`config.mk`:
```
export PLATFORM = sky130hd
export DESIGN_NAME = dmem_bus_ctrl
export DESIGN_NICKNAME = d
export VERILOG_FILES = /design/src/rtl/dmem_pkg.sv /design/src/rtl/dmem_bus_ctrl.sv
export SDC_FILE = /design/constraint.sdc
export NUM_CORES = 1
export LEC_CHECK = 0
export ABC_CLOCK_PERIOD_IN_PS = 1900
export BUFFER_PORTS_ARGS = -buffer_cell sky130_fd_sc_hd__clkbuf_2
export CAP_MARGIN = 20
export CORE_UTILIZATION = 45
export DETAILED_ROUTE_END_ITERATION = 8
export GPL_ROUTABILITY_DRIVEN = 0
export PLACE_DENSITY_LB_ADDON = 0.1
export SYNTH_ARGS = -nofsm -noshare
export SYNTH_HDL_FRONTEND = slang
export SYNTH_SLANG_ARGS = --single-unit
```
`constraint.sdc`:
```
create_clock -name clk -period 1.9 [get_ports clk]
set_input_delay 0.19 -clock clk [delete_from_list [all_inputs] [get_ports clk]]
set_output_delay 0.19 -clock clk [all_outputs]
set_load 0.03 [all_outputs]
```
`src/rtl/dmem_pkg.sv`:
```
// Shared types and constants for the data-memory bus controller.
package dmem_pkg;

   typedef enum logic [1:0] {
      IDLE = 2'd0,
      RD   = 2'd1,
      WR   = 2'd2,
      DONE = 2'd3
   } dmem_state_t;

   // Wide enough for any supported DATA_W; the top slices the width it needs.
   localparam int DMEM_BE_MAX = 64;
   localparam logic [DMEM_BE_MAX-1:0] BE_ALL = '1;

   localparam int DMEM_WAIT_W = 8;

endpackage

```
`src/rtl/dmem_bus_ctrl.sv`:
```
// Moves one whole word per LSU request onto an Avalon-style bus with waitrequest.
// Latency: strobe the cycle after accept, rsp_valid one cycle after the strobe completes (+1 per wait cycle).
// Backpressure: mem_waitrequest freezes all bus outputs; stall holds the CPU. DMEM_TIMEOUT_EN adds a wait abort.
module dmem_bus_ctrl
   import dmem_pkg::*;
#(
   parameter int ADDR_W   = 32,
   parameter int DATA_W   = 32,
   parameter int MAX_WAIT = 255
) (
   input  logic                clk,
   input  logic                rst_n,
   input  logic                req_valid,
   input  logic                req_write,
   input  logic [ADDR_W-1:0]   req_addr,
   input  logic [DATA_W-1:0]   req_wdata,
   input  logic [DATA_W/8-1:0] req_byteen,
   output logic                stall,
   output logic                rsp_valid,
   output logic [DATA_W-1:0]   rsp_rdata,
   output logic                rsp_err,
   output logic [ADDR_W-1:0]   mem_address,
   output logic                mem_read,
   output logic                mem_write,
   output logic [DATA_W-1:0]   mem_writedata,
   output logic [DATA_W/8-1:0] mem_byteenable,
   input  logic                mem_waitrequest,
   input  logic [DATA_W-1:0]   mem_readdata
);

   localparam int BE_W = DATA_W / 8;

   dmem_state_t state;
   logic        timeout;

   // The CPU is released in the DONE cycle so it can advance while we idle.
   assign stall = req_valid && (state != DONE);

`ifdef DMEM_TIMEOUT_EN
   localparam int WAIT_W = (DMEM_WAIT_W > $clog2(MAX_WAIT + 1)) ? DMEM_WAIT_W : $clog2(MAX_WAIT + 1);

   logic [WAIT_W-1:0] wait_cnt;

   assign timeout = mem_waitrequest && ((wait_cnt + WAIT_W'(1)) == WAIT_W'(MAX_WAIT));

   always_ff @(posedge clk or negedge rst_n) begin
      if (!rst_n) begin
         wait_cnt <= '0;
      end else if (state == IDLE) begin
         wait_cnt <= '0;
      end else if ((state == RD || state == WR) && mem_waitrequest) begin
         wait_cnt <= wait_cnt + WAIT_W'(1);
      end
   end

   always_ff @(posedge clk or negedge rst_n) begin
      if (!rst_n) begin
         rsp_err <= 1'b0;
      end else begin
         rsp_err <= (state == RD || state == WR) && timeout;
      end
   end
`else
   assign timeout = 1'b0;
   assign rsp_err = 1'b0;
`endif

   always_ff @(posedge clk or negedge rst_n) begin
      if (!rst_n) begin
         state          <= IDLE;
         mem_read       <= 1'b0;
         mem_write      <= 1'b0;
         mem_address    <= '0;
         mem_writedata  <= '0;
         mem_byteenable <= '0;
         rsp_valid      <= 1'b0;
         rsp_rdata      <= '0;
      end else begin
         rsp_valid <= 1'b0;
         case (state)
            IDLE: begin
               if (req_valid) begin
                  if (!req_write) begin
                     state          <= RD;
                     mem_address    <= req_addr & ~ADDR_W'(3);
                     mem_byteenable <= BE_ALL[BE_W-1:0];
                     mem_read       <= 1'b1;
                  end else if (req_byteen != '0) begin
                     state          <= WR;
                     mem_address    <= req_addr & ~ADDR_W'(3);
                     mem_writedata  <= req_wdata;
                     mem_byteenable <= req_byteen;
                     mem_write      <= 1'b1;
                  end else begin
                     // Nothing to write: complete without touching the bus.
                     state     <= DONE;
                     rsp_valid <= 1'b1;
                  end
               end
            end
            RD: begin
               if (!mem_waitrequest) begin
                  rsp_rdata <= mem_readdata;
                  mem_read  <= 1'b0;
                  state     <= DONE;
                  rsp_valid <= 1'b1;
               end else if (timeout) begin
                  mem_read  <= 1'b0;
                  state     <= DONE;
                  rsp_valid <= 1'b1;
               end
            end
            WR: begin
               if (!mem_waitrequest || timeout) begin
                  mem_write <= 1'b0;
                  state     <= DONE;
                  rsp_valid <= 1'b1;
               end
            end
            DONE: begin
               state <= IDLE;
            end
            default: begin
               state <= IDLE;
            end
         endcase
      end
   end

endmodule

```
==> results.py <==
metrics = {
    "yosys": {
        "syn-cell-area_um2": 4230,
        "synth_edf_count": 0,
        "synth_top_area_share_pct": 60.93,
        "yosys_warnings": 0,
        "synth_area_leaders": "dfrtp_1 (61%), mux2_2 (17%), mux2_4 (11%)",
        "synth_cell_types": 29,
        "syn_area_per_cell_um2": 15.96,
        "ys_ff_latch": 103,
        "yosysTopAreaCell": "dfrtp_1",
        "synth_flop_cell": "dfrtp_1",
        "synthArstFlopShare_pct": 100.0,
        "ys_seq_area_share_pct": 60.93,
        "synth_cells": 265,
    },
    "critical_path": {
        "endpoint_kind": "flip-flop",
        "rrSetupSlack_ns": 0.11,
        "startpoint_type": "flip-flop",
        "critPathKind": "reg -> reg",
        "crit_fanout": 32,
        "critPathRequiredTime_ns": 2.14,
        "cp.arrival_ns": 2.03,
    },
    "timing": {
        "finalSetupTns_ns": 0,
        "period_needed_ns": 1.792,
        "final-hold-violation-count": 0,
        "skew_ns": 0.01583,
        "fmax_mhz": 558.2,
        "maxSlewViolCount": 0,
        "post-route-period-util_pct": 94.29,
        "slew_headroom_pct": 58.03,
        "fin_ws_ns": 0.1085,
        "rsz0062_at_grt": "false",
        "finalSetupViolCount": 0,
        "worstMarginPinSlew_ns": 0.6295,
    },
    "global_routing": {
        "grt_pass1_wl_mm": 14.26,
        "top_usage_layer": "met2",
        "grt_pass1_vias": 2841,
        "antenna_found_initial": 0,
        "use_met1_pct": 23.77,
        "track_usage_pct": 18.80,
        "grt_max_degree": 49,
        "grtUsageMet2_pct": 31.68,
        "grt-ovfl-total": 0,
        "met3_usage_pct": 4.610,
    },
    "die": {
        "io_pins": 210,
        "core_area_um2": 9153,
        "start_util_pct": 46.22,
        "placementRows": 35,
        "die_w_um": 98.96,
        "die_area_um2": 9792,
        "die_h_um": 98.96,
    },
    "place": {
        "post-place-ws_ns": 0.06005,
        "hpwl_mm": 6.617,
        "port_buffers": 204,
    },
    "drt": {
        "drt_iter0_drc": 65,
        "wirelength_mm": 8.904,
        "viasPerCell": 4.810,
        "vias": 2857,
        "first_pass_iters": 4,
        "wl_per_cell_um": 14.99,
        "drc_errors": 0,
        "postRouteAntennaNets": 0,
    },
    "clock_network": {
        "root_buffer": "clkbuf_8",
        "clk_pin_slew_ns": 0.11,
        "numCtsBuffers": 9,
        "cts_tree": "yes",
        "cts_max_level": 3,
        "post_cts_buffers": 0,
        "clock_path_buffers": 2,
        "cts.sinks": 103,
        "clock_latency_ns": 0.36,
    },
    "min_path": {
        "hp-class": "in -> reg",
    },
    "power": {
        "ir_drop_mv": 0.9478,
        "p_leak_nw": 2.864,
        "power_density_nw_per_um2": 1944,
    },
    "final_layout": {
        "layout-drive-gt1-share_pct": 68.32,
        "antenna_cells": 0,
        "num-fill-cells": 763,
        "area_growth_pct": 33.30,
        "post-route-util_pct": 61.61,
        "nets": 587,
    },
    "job": {
        "max_cap_viol_count": 0,
    },
    "status": {
        "status": "finished, final reports clean",
    },
}
[final timing paths]
| check | start | to | cells past startpoint |
|---|---|---|---|
| max | state[1] | mem_writedata[9] | 6 |
| max in group asynchronous | rst_n | rsp_rdata[7] | 3 |
| min in group asynchronous | rst_n | mem_writedata[26] | 2 |
| min | req_wdata[31] | mem_writedata[31] | 2 |
| max reg2reg | state[1] | mem_writedata[9] | 6 |
| min reg2reg | rsp_rdata[16] | rsp_rdata[16] | 1 |
[state kept, by name (all words and copies together) (netlist names)]
| register | count |
|---|---|
| mem_address | 30 |
| mem_byteenable | 4 |
| mem_read | 1 |
| mem_write | 1 |
| mem_writedata | 32 |
| rsp_rdata | 32 |
| rsp_valid | 1 |
| state | 2 |
[cell type report]
type / count / area, um2 / share of cell area, %
repair buffers: 215 / 1171 / 20.77
clock inverters: 7 / 75.07 / 1.331
clock buffers: 9 / 123.9 / 2.197
flip-flops and latches: 103 / 2577 / 45.71
inverters: 9 / 33.78 / 0.5991
multi-input cells: 140 / 1519 / 26.94
well taps: 111 / 138.9 / 2.463
[cell usage in the layout, fill, tap and decap left out, types with 5 or more instances in the layout]
master	n
nor2_1	5
buf_4	6
nand2_1	5
inv_1	9
buf_12	5
dfrtp_1	103
mux2_2	65
mux2_4	30
clkbuf_8	9
clkbuf_2	203
[stage by stage]
step / instance area, um2 / instances / total power, W / hold slack, ns
after floorplan: 4238 / 267 / 0.007945 / -0.1056
after global placement: 5428 / 577 / 0.009542 / 0.2552
after detailed placement: 5428 / 577 / 0.009656 / 0.2544
after CTS: 5637 / 594 / 0.01109 / 0.03708
after global routing: 5639 / 594 / 0.01158 / 0.02745
final: 5639 / 594 / 0.01096 / 0.05393
[per-layer routing]
| metal | routed length (um) | up-vias |
|---|---|---|
| li1 | - | 1350 |
| met1 | 3779 | 1391 |
| met2 | 4483 | 107 |
| met3 | 531 | 9 |
| met4 | 109 | 0 |
| met5 | 0 | - |
[synthesized netlist by cell type (2+ instances only)]
| cell type | count |
|---|---|
| clkbuf_1 | 2 |
| a311oi_1 | 4 |
| buf_2 | 3 |
| buf_6 | 6 |
| ha_1 | 4 |
| nand3_1 | 2 |
| dfrtp_1 | 103 |
| mux2_4 | 30 |
| buf_4 | 4 |
| inv_1 | 9 |
| nor2_1 | 5 |
| mux2_2 | 65 |
| nand2_1 | 5 |
| o211ai_1 | 2 |
| nor2b_1 | 2 |
| o21ai_0 | 2 |
| nand2b_1 | 2 |
| nor4b_1 | 4 |
[cell families (layout without fill, tap and decap cells)]
logic type                 Yosys count  count (layout)  share of synthesized area, %
AOI/OAI and AO/OA                   14              14                         2.455
adders and majority gates            4               4                         1.183
buffers and inverters               24             240                         3.638
DFF                                103             103                         60.93
muxes                               95              95                         27.95
other                                1               3                       0.08865
and+or+nand+nor                     24              24                         3.756
[where the power goes]
| part | total (W) | switching, W | leakage [nW] | internal (W) |
|---|---|---|---|---|
| registers | 0.00387 | 0.000569 | 1.22 | 0.00330 |
| clock network | 0.00140 | 0.000771 | 0.105 | 0.000625 |
| logic | 0.00569 | 0.00350 | 1.54 | 0.00220 |
| total | 0.0110 | 0.00484 | 2.86 | 0.00612 |
[critical path: stages (launching register included)]
cell,delay [ns]
dfrtp_1,0.41
inv_1,0.11
ha_2,0.24
inv_1,0.09
nor3_4,0.22
buf_12,0.23
mux2_2,0.36
[timing repair]
| action | CTS | global route |
|---|---|---|
| gates resized for setup | 0 | 1 |
| hold buffers | 1 | 0 |
| endpoints found under the setup margin | 0 | 32 |
| endpoints found under the hold margin | 46 | 0 |
No activity file was read; power rests on OpenSTA's default activity.
